[src/rtl/enum_seq_pkg.sv]
// Shared types for the x->y->z code sequencer: code and state enums plus the legality test.
package enum_seq_pkg;

  typedef enum logic [2:0] {
    X = 3'h1,
    Y = 3'h2,
    Z = 3'h3
  } code_e;

  typedef enum logic [1:0] {
    S_IDLE = 2'd0,
    S_X    = 2'd1,
    S_Y    = 2'd2,
    S_Z    = 2'd3
  } state_e;

  function automatic logic is_legal(code_e c);
    return (c == X) || (c == Y) || (c == Z);
  endfunction

endpackage

[src/rtl/enum_out_reg.sv]
// One-entry valid/ready output register; a push on a full register replaces the held code
// when the consumer pops on the same edge.
module enum_out_reg (
  input  logic       clk,
  input  logic       rst,
  input  logic       in_valid,
  input  logic [2:0] in_code,
  input  logic       load_en,
  output logic       in_ready,
  output logic       accept,
  output logic       out_valid,
  output logic [2:0] out_code,
  input  logic       out_ready
);

  logic load;
  logic pop;

  assign in_ready = !out_valid || out_ready;
  assign accept   = in_valid && in_ready;
  assign load     = accept && load_en;
  assign pop      = out_valid && out_ready;

  always_ff @(posedge clk or posedge rst) begin
    if (rst) begin
      out_valid <= 1'b0;
      out_code  <= 3'h1;
    end else if (load) begin
      out_valid <= 1'b1;
      out_code  <= in_code;
    end else if (pop) begin
      out_valid <= 1'b0;
    end
  end

endmodule

[src/rtl/enum_code_sequencer.sv]
// Forwards x/y/z codes through a one-entry register and counts completed x->y->z patterns.
// Optional illegal-code screening: define ENUM_SEQ_ILLEGAL_CHECK_EN.
module enum_code_sequencer
  import enum_seq_pkg::*;
#(
  parameter int unsigned CNT_W = 8
) (
  input  logic             clk,
  input  logic             rst,
  input  logic             in_valid,
  input  logic [2:0]       in_code,
  output logic             in_ready,
  output logic             out_valid,
  output logic [2:0]       out_code,
  input  logic             out_ready,
  output logic [1:0]       state,
  output logic             seq_done,
  output logic [CNT_W-1:0] seq_cnt,
  output logic             err
);

  state_e state_q, state_d;
  logic   done_d;
  logic   accept;
  logic   legal;
  logic   load_en;
  code_e  code;

  assign code  = code_e'(in_code);
  assign legal = is_legal(code);

`ifdef ENUM_SEQ_ILLEGAL_CHECK_EN
  assign load_en = legal;
`else
  assign load_en = 1'b1;
`endif

  enum_out_reg u_out_reg (
    .clk       (clk),
    .rst       (rst),
    .in_valid  (in_valid),
    .in_code   (in_code),
    .load_en   (load_en),
    .in_ready  (in_ready),
    .accept    (accept),
    .out_valid (out_valid),
    .out_code  (out_code),
    .out_ready (out_ready)
  );

  always_comb begin
    state_d = state_q;
    done_d  = 1'b0;
    if (accept && legal) begin
      unique case (state_q)
        S_IDLE: state_d = (code == X) ? S_X : S_IDLE;
        S_X: begin
          if (code == X)      state_d = S_X;
          else if (code == Y) state_d = S_Y;
          else                state_d = S_IDLE;
        end
        S_Y: begin
          if (code == Z) begin
            state_d = S_Z;
            done_d  = 1'b1;
          end else if (code == X) begin
            state_d = S_X;
          end else begin
            state_d = S_IDLE;
          end
        end
        S_Z:     state_d = (code == X) ? S_X : S_IDLE;
        default: state_d = S_IDLE;
      endcase
    end
`ifndef ENUM_SEQ_ILLEGAL_CHECK_EN
    else if (accept) begin
      state_d = S_IDLE;
    end
`endif
  end

  always_ff @(posedge clk or posedge rst) begin
    if (rst) begin
      state_q  <= S_IDLE;
      seq_done <= 1'b0;
      seq_cnt  <= '0;
    end else begin
      state_q  <= state_d;
      seq_done <= done_d;
      if (done_d) seq_cnt <= seq_cnt + CNT_W'(1);
    end
  end

  assign state = state_q;

`ifdef ENUM_SEQ_ILLEGAL_CHECK_EN
  always_ff @(posedge clk or posedge rst) begin
    if (rst) err <= 1'b0;
    else     err <= accept && !legal;
  end
`else
  assign err = 1'b0;
`endif

endmodule

[config.mk]
export PLATFORM = sky130hd
export DESIGN_NAME = enum_code_sequencer
export DESIGN_NICKNAME = d
export VERILOG_FILES = /design/src/rtl/enum_seq_pkg.sv /design/src/rtl/enum_out_reg.sv /design/src/rtl/enum_code_sequencer.sv
export SDC_FILE = /design/constraint.sdc
export NUM_CORES = 1
export LEC_CHECK = 0
export ABC_AREA = 1
export BUFFER_PORTS_ARGS = -buffer_cell sky130_fd_sc_hd__buf_2
export CORE_MARGIN = 1
export CORE_UTILIZATION = 33
export DETAILED_ROUTE_END_ITERATION = 10
export PLACE_DENSITY = 0.56
export SLEW_MARGIN = 20
export SYNTH_ARGS = -nofsm -noshare
export SYNTH_HDL_FRONTEND = slang
export SYNTH_SLANG_ARGS = --single-unit
[constraint.sdc]
create_clock -name clk -period 2.3 [get_ports clk]
set_input_delay 0.46 -clock clk [delete_from_list [all_inputs] [get_ports clk]]
set_output_delay 0.46 -clock clk [all_outputs]
set_load 0.005 [all_outputs]
======== Word-level counts from Yosys, hierarchy flattened ========
Cells that the tools add are included.
Widths: inputs -> output; s select.
storage, ports and cells
  bits in read-only memories .............. 0
  latch bits .............................. 0
  register bits after elaboration ......... 15
  memories ................................ 0
  memory bits (writable) .................. 0
  output and inout bits ................... 17
cells by class
  multipliers ............................. 0
  eq/ne operators ......................... 6
  $lt $le $gt $ge ......................... 0
  shifts and indexed selects .............. 0
  reduce and logical (&&, ||, !) cells .... 11
  bitwise operators ....................... 0
  divide/modulo/power cells ............... 0
  add/subtract/negate cells ............... 1
  multiplexer cells ....................... 12
operators by type and width
  cell                 number
  $mux 2               5
  $add 8x1->8 const B  1
  $eq 3x2->1 const B   2
  $mux 1               6
  $pmux 2 s3           1
  $eq 2x2->1 const B   2
  $reduce_bool 2->1    2
  $eq 3x1->1 const B   1
  $logic_and 1x1->1    3
  $logic_or 1x1->1     3
  $eq 2x1->1 const B   1
  $logic_not 2->1      1
  $reduce_or 2->1      1
  $logic_not 1->1      1

======== Longest topological paths before layout ========
Gate-level depths: netlist (run 1).
  depth after elaboration ................. 5
  depth in mapped cells ................... 7

======== By module ========
From an unflattened synthesis (run 1), not the netlist that was laid out.
unflattened totals
  cells, all modules ...................... 111
  area, all modules ....................... 862.1 um^2
by module, submodules not included
  module               area each (um^2)  cells each  times used
  enum_code_sequencer  671.9             92          1
  enum_out_reg         190.2             19          1

======== Least setup slack after synthesis (run 1) ========
No wires, ideal clock.
  kind .................................... input-to-reg
  start point ............................. input port out_ready
  end point ............................... register seq_cnt[3]
  required time ........................... 2.184 ns
  library setup time ...................... 0.116 ns
  slack ................................... 1.128 ns
  data arrival time ....................... 1.056 ns
  cell stages on the path ................. 7
  path buffers ............................ 0
  path through ............................ inv_1 nand2_4 nand2_2 nor2_1 nand2_1 nand2_1 nand2_1
on the way
  word-level cells in the longest chain between the ends .. 4
ends and longest elaborated chain
  item                  line                       source
  from (decl)           enum_code_sequencer.sv:15  input logic out_ready,
  $logic_or 1x1->1      enum_out_reg.sv:19         assign in_ready = !out_valid || out_ready;
  net in_ready          enum_code_sequencer.sv:12  output logic in_ready,
  $logic_and 1x1->1     enum_out_reg.sv:20         assign accept = in_valid && in_ready;
  $logic_and 1x1->1     enum_code_sequencer.sv:54  if (accept && legal) begin
  $mux 1                enum_code_sequencer.sv:54
  to (signal assigned)  enum_code_sequencer.sv:91  if (done_d) seq_cnt <= seq_cnt + CNT_W'(1);
  to (decl)             enum_code_sequencer.sv:18  output logic [CNT_W-1:0] seq_cnt,
The timed path passes the listed nets, and every way through them passes these cells.
A chain may end at the register's enable or synchronous reset.

======== Worst setup path after layout (run 1) ========
  start point ............................. register u_out_reg.out_code[0]
  end point ............................... output port out_code[0]
RTL lines
  item                    line                       source
  from (decl)             enum_out_reg.sv:12         output logic [2:0] out_code,
  from (signal assigned)  enum_out_reg.sv:30         out_code <= in_code;
  to (decl)               enum_code_sequencer.sv:14  output logic [2:0] out_code,
No word-level cell between the ends.

==> reports/qor.csv, run 1 <==
stage,metric,value,unit
floorplan,FP Rows,17,
floorplan,core footprint,2300,um2
worst_setup_path,slowest CP cell,dfstp_2,
sta,achievable clock frequency,0.728,GHz
logic_synthesis,Syn. warnings,0,
route,Detail Route Antenna Nets,0,
worst_setup_path,worst path buffer plus inverter count,1,
sta,worst relative slew slack,0.621,
grt,largest net degree at the start of global routing,16,
clock_network,CTS Hold Bufs,0,
clock_network,CTS H-tree depth,1,
power_and_ir_drop,peak ir drop on the vdd network,281,uV
route,total via count after detailed routing,720,
clock_network,cts repair resizes,0,
sta,unrepaired setup endpoints after global routing,no,
final_layout,Filler Cells Inserted,248,
floorplan,die boundary height,52.4,um
job,total of max-cap violations,0,
logic_synthesis,Avg Inst Size Synth,7.54,um2
logic_synthesis,number of enable flip-flop cells after synthesis,0,
placement,Placed Cells,159,
worst_setup_path,arrival time of the worst setup path,0.91,ns
final_layout,n_diodes,0,
route,initial DRC count,8,
placement,setup slack at placement,0.806,ns
placement,half-perimeter wire length of the detailed placement result,1180,um
clock_network,CTS tree,yes,
worst_setup_path,top fanout value on the critical path,2,
power_and_ir_drop,leakage component of the power,0.572,nW
sta,Setup Viol. Count Final,0,
worst_setup_path,CP startpoint kind,flop,
route,number of remaining DRC errors,0,
sta,final total negative setup slack,0,ns
clock_network,Clock transition at path regs,0.09,ns
grt,gr ovfl total,0,
hold_path,worst hold path type,in -> async,
worst_setup_path,type of the worst setup path,reg -> out,
logic_synthesis,share of the yosys chip area belonging to registers,0.450,
sta,final worst-path cycle share,0.597,
power_and_ir_drop,Pwr per Cell Area,506,nW/um2
final_layout,number of cells in the finished layout apart from fillers,163,
clock_network,number of buffers created by CTS,3,
logic_synthesis,Gate Count Post-Synth,111,
sta,post-route minimum period,1.37,ns
clock_network,clock latency of the later-clocked register in the worst-skew pair,0.28,ns
logic_synthesis,ys flop type,dfrtp_1,
route,routed vias/inst,4.42,
worst_setup_path,launching point of the worst reg2reg path,u_out_reg.out_valid,
sta,number of failing hold endpoints at the final stage,0,
logic_synthesis,synthesized area,837,um2
floorplan,die width,52.4,um
clock_network,number of buffers inserted to repair setup after CTS,0,
grt,vias in the first global route,635,
sta,Tightest Pin Transition,0.569,ns
route,Routed WL per cell,9.64,um
worst_setup_path,endpoint type of the worst setup path,output pin,
placement,I/O Buffers,22,
run_status,outcome,"finished, final reports clean",
worst_setup_path,Worst R2R End,seq_cnt[0],
route,number of search-and-repair iterations in the first detailed-routing pass,4,
floorplan,top-level port count,24,
clock_network,Max clock buf depth,2,
grt,antenna violations before repair,0,
sta,worst setup slack after layout,0.927,ns
clock_network,buffer cell driving the clock tree root,clkbuf_4,
worst_setup_path,dominant delay contributor by cell family on the critical path,flip-flops,
grt,aggregate global-route resource usage,0.137,
worst_setup_path,Critical Path Max Stage Delay,0.53,ns
floorplan,die outline area,2740,um2
sta,Layout Skew,0.00439,ns
placement,placer congestion estimate,0.821,
sta,Pins Over Slew Limit,0,
final_layout,layout cells sized above 1,0.222,
logic_synthesis,flip-flop and latch count after synthesis,15,
logic_synthesis,fraction of registers with async set or reset after synthesis,1.00,
worst_setup_path,R2R setup slack,0.97,ns
worst_setup_path,R2R depth,6,
clock_network,clock sink count,15,
floorplan,initial cell density of the core,0.364,
grt,first-pass GRT wire length,2640,um
final_layout,Area Overhead vs Synth,18.2,%
logic_synthesis,number of nets produced by synthesis,121,
logic_synthesis,count of distinct cell types in the synthesized netlist,19,
worst_setup_path,worst path cell trace,buf_2,
worst_setup_path,Crit path required time,1.84,ns
route,total routed wirelength,1570,um
final_layout,layout net count,146,
==> registers in the layout (all words and copies together) (netlist names) <==
name,flops
seq_cnt,8
seq_done,1
state,2
u_out_reg.out_code,3
u_out_reg.out_valid,1
==> stage by stage <==
step | power (mW) | hold WS, ns | utilization | cell area [um2]
final | 0.501 | 0.217 | 0.431 | 990
after global routing | 0.531 | 0.272 | 0.431 | 990
after CTS | 0.511 | 0.237 | 0.431 | 990
after detailed placement | 0.358 | 0.477 | 0.419 | 963
after global placement | 0.357 | 0.465 | 0.419 | 963
after floorplan | 0.333 | 0.361 | - | 837
==> power breakdown <==
group          internal, mW  switching, mW
clock network        0.0673         0.0823
registers             0.279         0.0104
logic                0.0261         0.0364
total                 0.372          0.129
==> area by class of cell <==
class	instances	area (um2)	share of cell area
Clock buffer	4	26.3	0.0265
Inverter	13	48.8	0.0493
Multi-Input combinational cell	81	393	0.397
Sequential cell	15	377	0.381
Tap cell	28	35.0	0.0354
Timing Repair Buffer	22	110	0.111
==> cell usage in the layout (no fill, tap or decap) <==
master,synthesis,routed
o21ai_0,6,6
conb_1,1,1
o21ai_1,1,1
dfstp_2,1,1
ha_1,3,3
inv_1,13,13
nor3_4,1,1
nor2_1,6,6
buf_2,0,22
nand2_1,50,50
nand2_2,1,1
o21bai_1,1,1
nand3_1,6,6
dfrtp_1,14,14
clkbuf_1,0,1
nand3b_1,1,1
nand2_4,1,1
nand3_2,1,1
clkbuf_4,0,3
xor2_1,2,2
==> Yosys cell counts (2+ instances only) <==
master   instances  area [um2]
nand3_1          6        30.0
nand2_1         50         188
ha_1             3        37.5
inv_1           13        48.8
dfrtp_1         14         350
xor2_1           2        17.5
o21ai_0          6        30.0
nor2_1           6        22.5
==> logic make-up (layout without fill, tap and decap cells) <==
logic type / after synthesis / count (layout) / synth area share
simple gates: 67 / 67 / 0.348
flops: 15 / 15 / 0.450
buf+inv: 15 / 39 / 0.0807
compound gates: 8 / 8 / 0.0508
fa+ha+maj: 3 / 3 / 0.0448
xor+xnor: 2 / 2 / 0.0209
other cells: 1 / 1 / 0.00448
==> worst max-delay path by stage <==
stage                               start     endpoint  slack (ns)  cells after the start
global route          u_out_reg.out_valid   seq_cnt[5]        0.83                      6
floorplan                       out_ready   seq_cnt[3]        1.13                      7
finish              u_out_reg.out_code[0]  out_code[0]        0.93                      1
global placement                out_ready   seq_cnt[7]        0.83                      8
detailed placement              out_ready   seq_cnt[7]        0.81                      8
CTS                 u_out_reg.out_code[0]  out_code[0]        0.91                      1
==> metal layers <==
metal	part of all wire	wire length (um)	vias to the layer above	global-route usage
met2	0.48	762	10	0.224
met1	0.47	732	322	0.161
met5	0	0	-	0
met3	0.034	54	4	0.0261
met4	0.015	23	0	0.0921
li1	-	-	384	-
Power figures use the tool's default switching activity.
==> inputs of run 2 (changes only) <==
Settings changed: PLACE_DENSITY 0.56 to 0.58.
Clock period 2.3 ns to 1.2 ns, I/O delays scaled along.
==> reports/qor.csv, run 2 (synthesized netlist as in run 1, its figures left out) <==
stage,metric,value,unit,change
sta,achievable clock frequency,0.837,GHz,
grt,antenna violations before repair,0,,unchanged
floorplan,die width,52.4,um,unchanged
sta,post-route worst hold slack,0.221,ns,+0.00432 ns
worst_setup_path,slowest CP cell,dfrtp_1,,
grt,gr ovfl total,0,,unchanged
floorplan,initial cell density of the core,0.364,,unchanged
final_layout,layout net count,155,,+6.2%
placement,half-perimeter wire length of the detailed placement result,1320,um,+11%
sta,final worst-path cycle share,0.995,,
sta,Setup Viol. Count Final,0,,unchanged
clock_network,clock latency of the later-clocked register in the worst-skew pair,0.29,ns,about the same
power_and_ir_drop,Psw,0.277,mW,+110%
worst_setup_path,arrival time of the worst setup path,0.95,ns,+0.04 ns
route,Detail Route Antenna Nets,0,,unchanged
sta,post-route minimum period,1.19,ns,
worst_setup_path,type of the worst setup path,reg -> out,,
worst_setup_path,Worst R2R End,state[0],,
hold_path,worst hold path type,in -> reg,,
clock_network,number of buffers created by CTS,3,,unchanged
route,total via count after detailed routing,805,,+12%
floorplan,FP Rows,17,,unchanged
power_and_ir_drop,Internal Dissipation,0.745,mW,+100%
final_layout,register containing the most flip-flops in the final layout,seq_cnt,,
route,routed vias/inst,4.68,,+6.0%
final_layout,most frequent cells in the layout,"43 x nand2_1, 20 x buf_2, 13 x dfrtp_1, 12 x inv_1, 7 x nand2_2",,
final_layout,n_diodes,0,,unchanged
sta,unrepaired setup endpoints after global routing,yes,,
floorplan,die boundary height,52.4,um,unchanged
power_and_ir_drop,leakage component of the power,0.624,nW,+9.1%
route,initial DRC count,11,,+3
worst_setup_path,launching point of the worst reg2reg path,state[0],,
worst_setup_path,endpoint of the most critical setup path,state[1],,
final_layout,number of cells in the finished layout apart from fillers,172,,+5.5%
power_and_ir_drop,Gate power share,0.165,,+0.040
placement,Placed Cells,167,,+5.0%
worst_setup_path,start point of the critical path,state[1],,
power_and_ir_drop,proportion of power drawn by flip-flops and latches,0.543,,-0.034
worst_setup_path,worst path cell trace,buf_6 > buf_6,,
job,total of max-cap violations,0,,unchanged
worst_setup_path,endpoint type of the worst setup path,output pin,,
clock_network,Clock transition at path regs,0.09,ns,about the same
final_layout,Area Overhead vs Synth,35.1,%,
floorplan,top-level port count,24,,unchanged
clock_network,CTS H-tree depth,1,,unchanged
power_and_ir_drop,fraction of power spent switching nets,0.271,,+0.0136
grt,largest net degree at the start of global routing,16,,unchanged
floorplan,core footprint,2300,um2,unchanged
placement,setup slack at placement,0.00120,ns,-0.805 ns
power_and_ir_drop,share of total power in the clock network,0.292,,-0.007
worst_setup_path,Crit path required time,0.96,ns,-0.88 ns
worst_setup_path,R2R setup slack,0.02,ns,-0.95 ns
worst_setup_path,R2R depth,6,,unchanged
route,number of search-and-repair iterations in the first detailed-routing pass,4,,unchanged
sta,number of failing hold endpoints at the final stage,0,,unchanged
clock_network,buffer cell driving the clock tree root,clkbuf_4,,
placement,placer congestion estimate,0.768,,-6.5%
clock_network,Max clock buf depth,2,,unchanged
worst_setup_path,CP startpoint kind,flop,,
placement,I/O Buffers,22,,unchanged
grt,first-pass GRT wire length,3040,um,+15%
route,Routed WL per cell,11.0,um,+15%
power_and_ir_drop,Pwr per Cell Area,904,nW/um2,+78%
clock_network,clock sink count,15,,unchanged
route,total routed wirelength,1900,um,+21%
worst_setup_path,top fanout value on the critical path,3,,+1
clock_network,CTS tree,yes,,
grt,aggregate global-route resource usage,0.155,,+0.0175
power_and_ir_drop,peak ir drop on the vdd network,654,uV,+130%
clock_network,number of buffers inserted to repair setup after CTS,0,,unchanged
floorplan,die outline area,2740,um2,unchanged
sta,worst setup slack after layout,0.00560,ns,-0.921 ns
route,number of remaining DRC errors,0,,unchanged
grt,vias in the first global route,739,,+16%
worst_setup_path,most numerous cell on the critical path,buf_6,,
run_status,outcome,"finished, final reports clean",,
final_layout,most common library cell in the layout ignoring fill and taps,nand2_1,,
sta,Layout Skew,0.00475,ns,+0.000358 ns
sta,Pins Over Slew Limit,0,,unchanged
worst_setup_path,Critical Path Max Stage Delay,0.43,ns,-0.10 ns
final_layout,Filler Cells Inserted,236,,-4.8%
final_layout,layout cells sized above 1,0.375,,+0.153
final_layout,max reg flops,8,,unchanged
[run 2: critical path, delay by kind of cell, from the launching register on]
kind                   cells  cell delay, ns
DFF                        1            0.43
buffers and inverters      2            0.23
[run 2: per-layer routing]
layer	up-vias	wire, um	track usage
met4	0	48	0.105
li1	406	-	-
met1	383	852	0.188
met3	4	49	0.0261
met5	-	0	0
met2	12	950	0.247
[run 2: worst min path at each step]
stage,cells after the start,slack (ns),from,endpoint
6_report,4,0.22,out_ready,u_out_reg.out_valid
5_1_grt,4,0.23,out_ready,u_out_reg.out_valid
4_1_cts,4,0.21,out_ready,u_out_reg.out_valid
3_5_place_dp,3,0.26,rst,u_out_reg.out_code[1]
3_3_place_gp,3,0.25,rst,u_out_reg.out_code[1]
2_1_floorplan,1,0.14,rst,seq_cnt[0]
[run 2: stage by stage]
step                      setup TNS [ns]  area [um2]  total power [mW]  utilization
final                                  0        1130              1.02        0.492
after global routing              -0.352        1130              1.09        0.492
after CTS                        -0.0111        1070              1.01        0.464
after detailed placement               0        1020             0.704        0.446
after global placement                 0        1020             0.701        0.446
after floorplan                        0         837             0.639            -
[run 2: cell type report]
| cell class | count | area, um2 | share of cell area |
|---|---|---|---|
| Clock buffer | 4 | 26.3 | 0.0232 |
| Inverter | 13 | 48.8 | 0.0431 |
| Multi-Input combinational cell | 81 | 439 | 0.388 |
| Sequential cell | 15 | 378 | 0.334 |
| Tap cell | 28 | 35.0 | 0.0310 |
| Timing Repair Buffer | 31 | 204 | 0.180 |
[run 2: power groups by stage]
stage                     clock network, mW  registers, mW  logic [mW]
after floorplan                           0          0.565      0.0736
after global placement                    0          0.561       0.140
after detailed placement                  0          0.562       0.142
after CTS                             0.304          0.552       0.149
after global routing                  0.334          0.559       0.193
final                                 0.298          0.555       0.169
[run 2: what timing repair did]
action                                  CTS  global route
hold buffers                              1             0
endpoints found under the setup margin   10            14
gates resized for setup                   3            21
endpoints found under the hold margin    14             0
pin swaps                                 0             7
==> inputs of run 3 (changes only) <==
Settings changed: MAX_ROUTING_LAYER set to met4.
==> reports/qor.csv, run 3 (synthesized netlist as in run 1, its figures left out) <==
stage,metric,value,unit,change
run_status,outcome,"finished, final reports clean",,
floorplan,top-level port count,24,,unchanged
grt,vias in the first global route,740,,+0.14%
grt,first-pass GRT wire length,3040,um,-0.20%
clock_network,clock latency of the later-clocked register in the worst-skew pair,0.29,ns,about the same
worst_setup_path,arrival time of the worst setup path,0.95,ns,about the same
grt,antenna violations before repair,0,,unchanged
worst_setup_path,Critical Path Max Stage Delay,0.43,ns,about the same
placement,setup slack at placement,0.00120,ns,unchanged
sta,achievable clock frequency,0.838,GHz,about the same
final_layout,most frequent cells in the layout,"43 x nand2_1, 20 x buf_2, 13 x dfrtp_1, 12 x inv_1, 7 x nand2_2",,
sta,final total negative setup slack,0,ns,unchanged
clock_network,Clock transition at path regs,0.09,ns,about the same
floorplan,die boundary height,52.4,um,unchanged
clock_network,CTS H-tree depth,1,,unchanged
worst_setup_path,top fanout value on the critical path,3,,unchanged
placement,Placed Cells,167,,unchanged
final_layout,register containing the most flip-flops in the final layout,seq_cnt,,
route,total via count after detailed routing,805,,unchanged
grt,gr ovfl total,0,,unchanged
power_and_ir_drop,Power Total,1.02,mW,about the same
power_and_ir_drop,fraction of power spent switching nets,0.271,,about the same
power_and_ir_drop,Internal Dissipation,0.745,mW,about the same
worst_setup_path,type of the worst setup path,reg -> out,,
grt,aggregate global-route resource usage,0.159,,+0.00404
final_layout,Area Overhead vs Synth,35.1,%,unchanged
floorplan,core footprint,2300,um2,unchanged
worst_setup_path,start point of the critical path,state[1],,
sta,number of failing hold endpoints at the final stage,0,,unchanged
sta,Pins Over Slew Limit,0,,unchanged
route,Routed WL per cell,11.1,um,+0.21%
clock_network,CTS tree,yes,,
sta,post-route minimum period,1.19,ns,-0.000425 ns
final_layout,number of cells in the finished layout apart from fillers,172,,unchanged
route,number of remaining DRC errors,0,,unchanged
route,total routed wirelength,1900,um,+0.21%
power_and_ir_drop,Gate power share,0.165,,about the same
power_and_ir_drop,proportion of power drawn by flip-flops and latches,0.543,,about the same
power_and_ir_drop,Psw,0.277,mW,-0.14%
floorplan,FP Rows,17,,unchanged
route,routed vias/inst,4.68,,unchanged
route,initial DRC count,11,,unchanged
floorplan,initial cell density of the core,0.364,,unchanged
sta,worst setup slack after layout,0.00603,ns,+0.000425 ns
final_layout,Filler Cells Inserted,236,,unchanged
worst_setup_path,R2R setup slack,0.02,ns,about the same
worst_setup_path,worst path cell trace,buf_6 > buf_6,,
worst_setup_path,Crit path required time,0.96,ns,about the same
power_and_ir_drop,Pwr per Cell Area,903,nW/um2,about the same
hold_path,Worst Min Path Start,out_ready,,
worst_setup_path,slowest CP cell,dfrtp_1,,
power_and_ir_drop,share of total power in the clock network,0.292,,about the same
final_layout,most common library cell in the layout ignoring fill and taps,nand2_1,,
placement,placer congestion estimate,0.778,,+1.3%
worst_setup_path,endpoint type of the worst setup path,output pin,,
floorplan,die outline area,2740,um2,unchanged
worst_setup_path,launching point of the worst reg2reg path,state[0],,
final_layout,Util after Layout,0.492,,unchanged
job,total of max-cap violations,0,,unchanged
clock_network,Max clock buf depth,2,,unchanged
worst_setup_path,CP startpoint kind,flop,,
grt,largest net degree at the start of global routing,16,,unchanged
final_layout,layout cells sized above 1,0.375,,unchanged
worst_setup_path,most numerous cell on the critical path,buf_6,,
power_and_ir_drop,peak ir drop on the vdd network,654,uV,about the same
final_layout,layout net count,155,,unchanged
clock_network,buffer cell driving the clock tree root,clkbuf_4,,
placement,half-perimeter wire length of the detailed placement result,1320,um,unchanged
sta,Layout Skew,0.00485,ns,+0.0000997 ns
final_layout,max reg flops,8,,unchanged
final_layout,n_diodes,0,,unchanged
route,Detail Route Antenna Nets,0,,unchanged
sta,Setup Viol. Count Final,0,,unchanged
sta,final worst-path cycle share,0.995,,about the same
sta,unrepaired setup endpoints after global routing,yes,,
floorplan,die width,52.4,um,unchanged
hold_path,worst hold path type,in -> reg,,
clock_network,clock sink count,15,,unchanged
power_and_ir_drop,leakage component of the power,0.624,nW,unchanged
route,number of search-and-repair iterations in the first detailed-routing pass,4,,unchanged
placement,I/O Buffers,22,,unchanged
clock_network,number of buffers created by CTS,3,,unchanged
-- run 3: cell counts in the layout (fill, tap and decap cells not counted) --
No cell type changed its count.
-- run 3: per-layer routing --
layer | global-route usage | up-vias | part of all wire
li1 | - | 406 | -
met1 | 0.188 | 383 | 0.45
met2 | 0.247 | 12 | 0.50
met3 | 0.0261 | 4 | 0.026
met4 | 0.105 | 0 | 0.025
met5 | - | - | 0
-- run 3: path summary, 6_finish.rpt --
| kind | endpoint | cells past startpoint |
|---|---|---|
| worst max-delay path | state[1] | 2 |
| worst min-delay path | u_out_reg.out_valid | 4 |
| worst max register to register | state[0] | 6 |
| worst min register to register | u_out_reg.out_code[2] | 2 |
| max in group asynchronous | u_out_reg.out_code[0] | 4 |
| min in group asynchronous | u_out_reg.out_code[1] | 4 |
-- run 3: power groups by stage --
stage          registers (mW)  logic, mW  clock network, mW
3_5_place_dp            0.562      0.142                  0
5_1_grt                 0.559      0.193              0.334
2_1_floorplan           0.565     0.0736                  0
4_1_cts                 0.552      0.149              0.304
3_3_place_gp            0.561      0.140                  0
6_report                0.555      0.169              0.298
-- run 3: area by class of cell --
type	instances	area [um2]	area share
Tap cell	28	35.0	0.0310
Multi-Input combinational cell	81	439	0.388
Timing Repair Buffer	31	204	0.180
Inverter	13	48.8	0.0431
Sequential cell	15	378	0.334
Clock buffer	4	26.3	0.0232
-- run 3: critical path, delay by kind of cell, from the launching register on --
kind | cells | cell delay [ns]
DFF | 1 | 0.43
buffers and inverters | 2 | 0.23
-- run 3: repair_timing --
| item | 4_1_cts | 5_1_grt |
|---|---|---|
| setup endpoints to repair | 10 | 14 |
| resized for setup | 3 | 21 |
| hold endpoints to repair | 14 | 0 |
| pin swaps | 0 | 7 |
| hold buffers | 1 | 0 |
| buffers inserted | 0 | 0 |
-- run 3: through the flow --
stage | cell area [um2] | hold WS [ns]
finish | 1130 | 0.221
global route | 1130 | 0.229
detailed placement | 1020 | 0.260
global placement | 1020 | 0.250
CTS | 1070 | 0.211
floorplan | 837 | 0.141
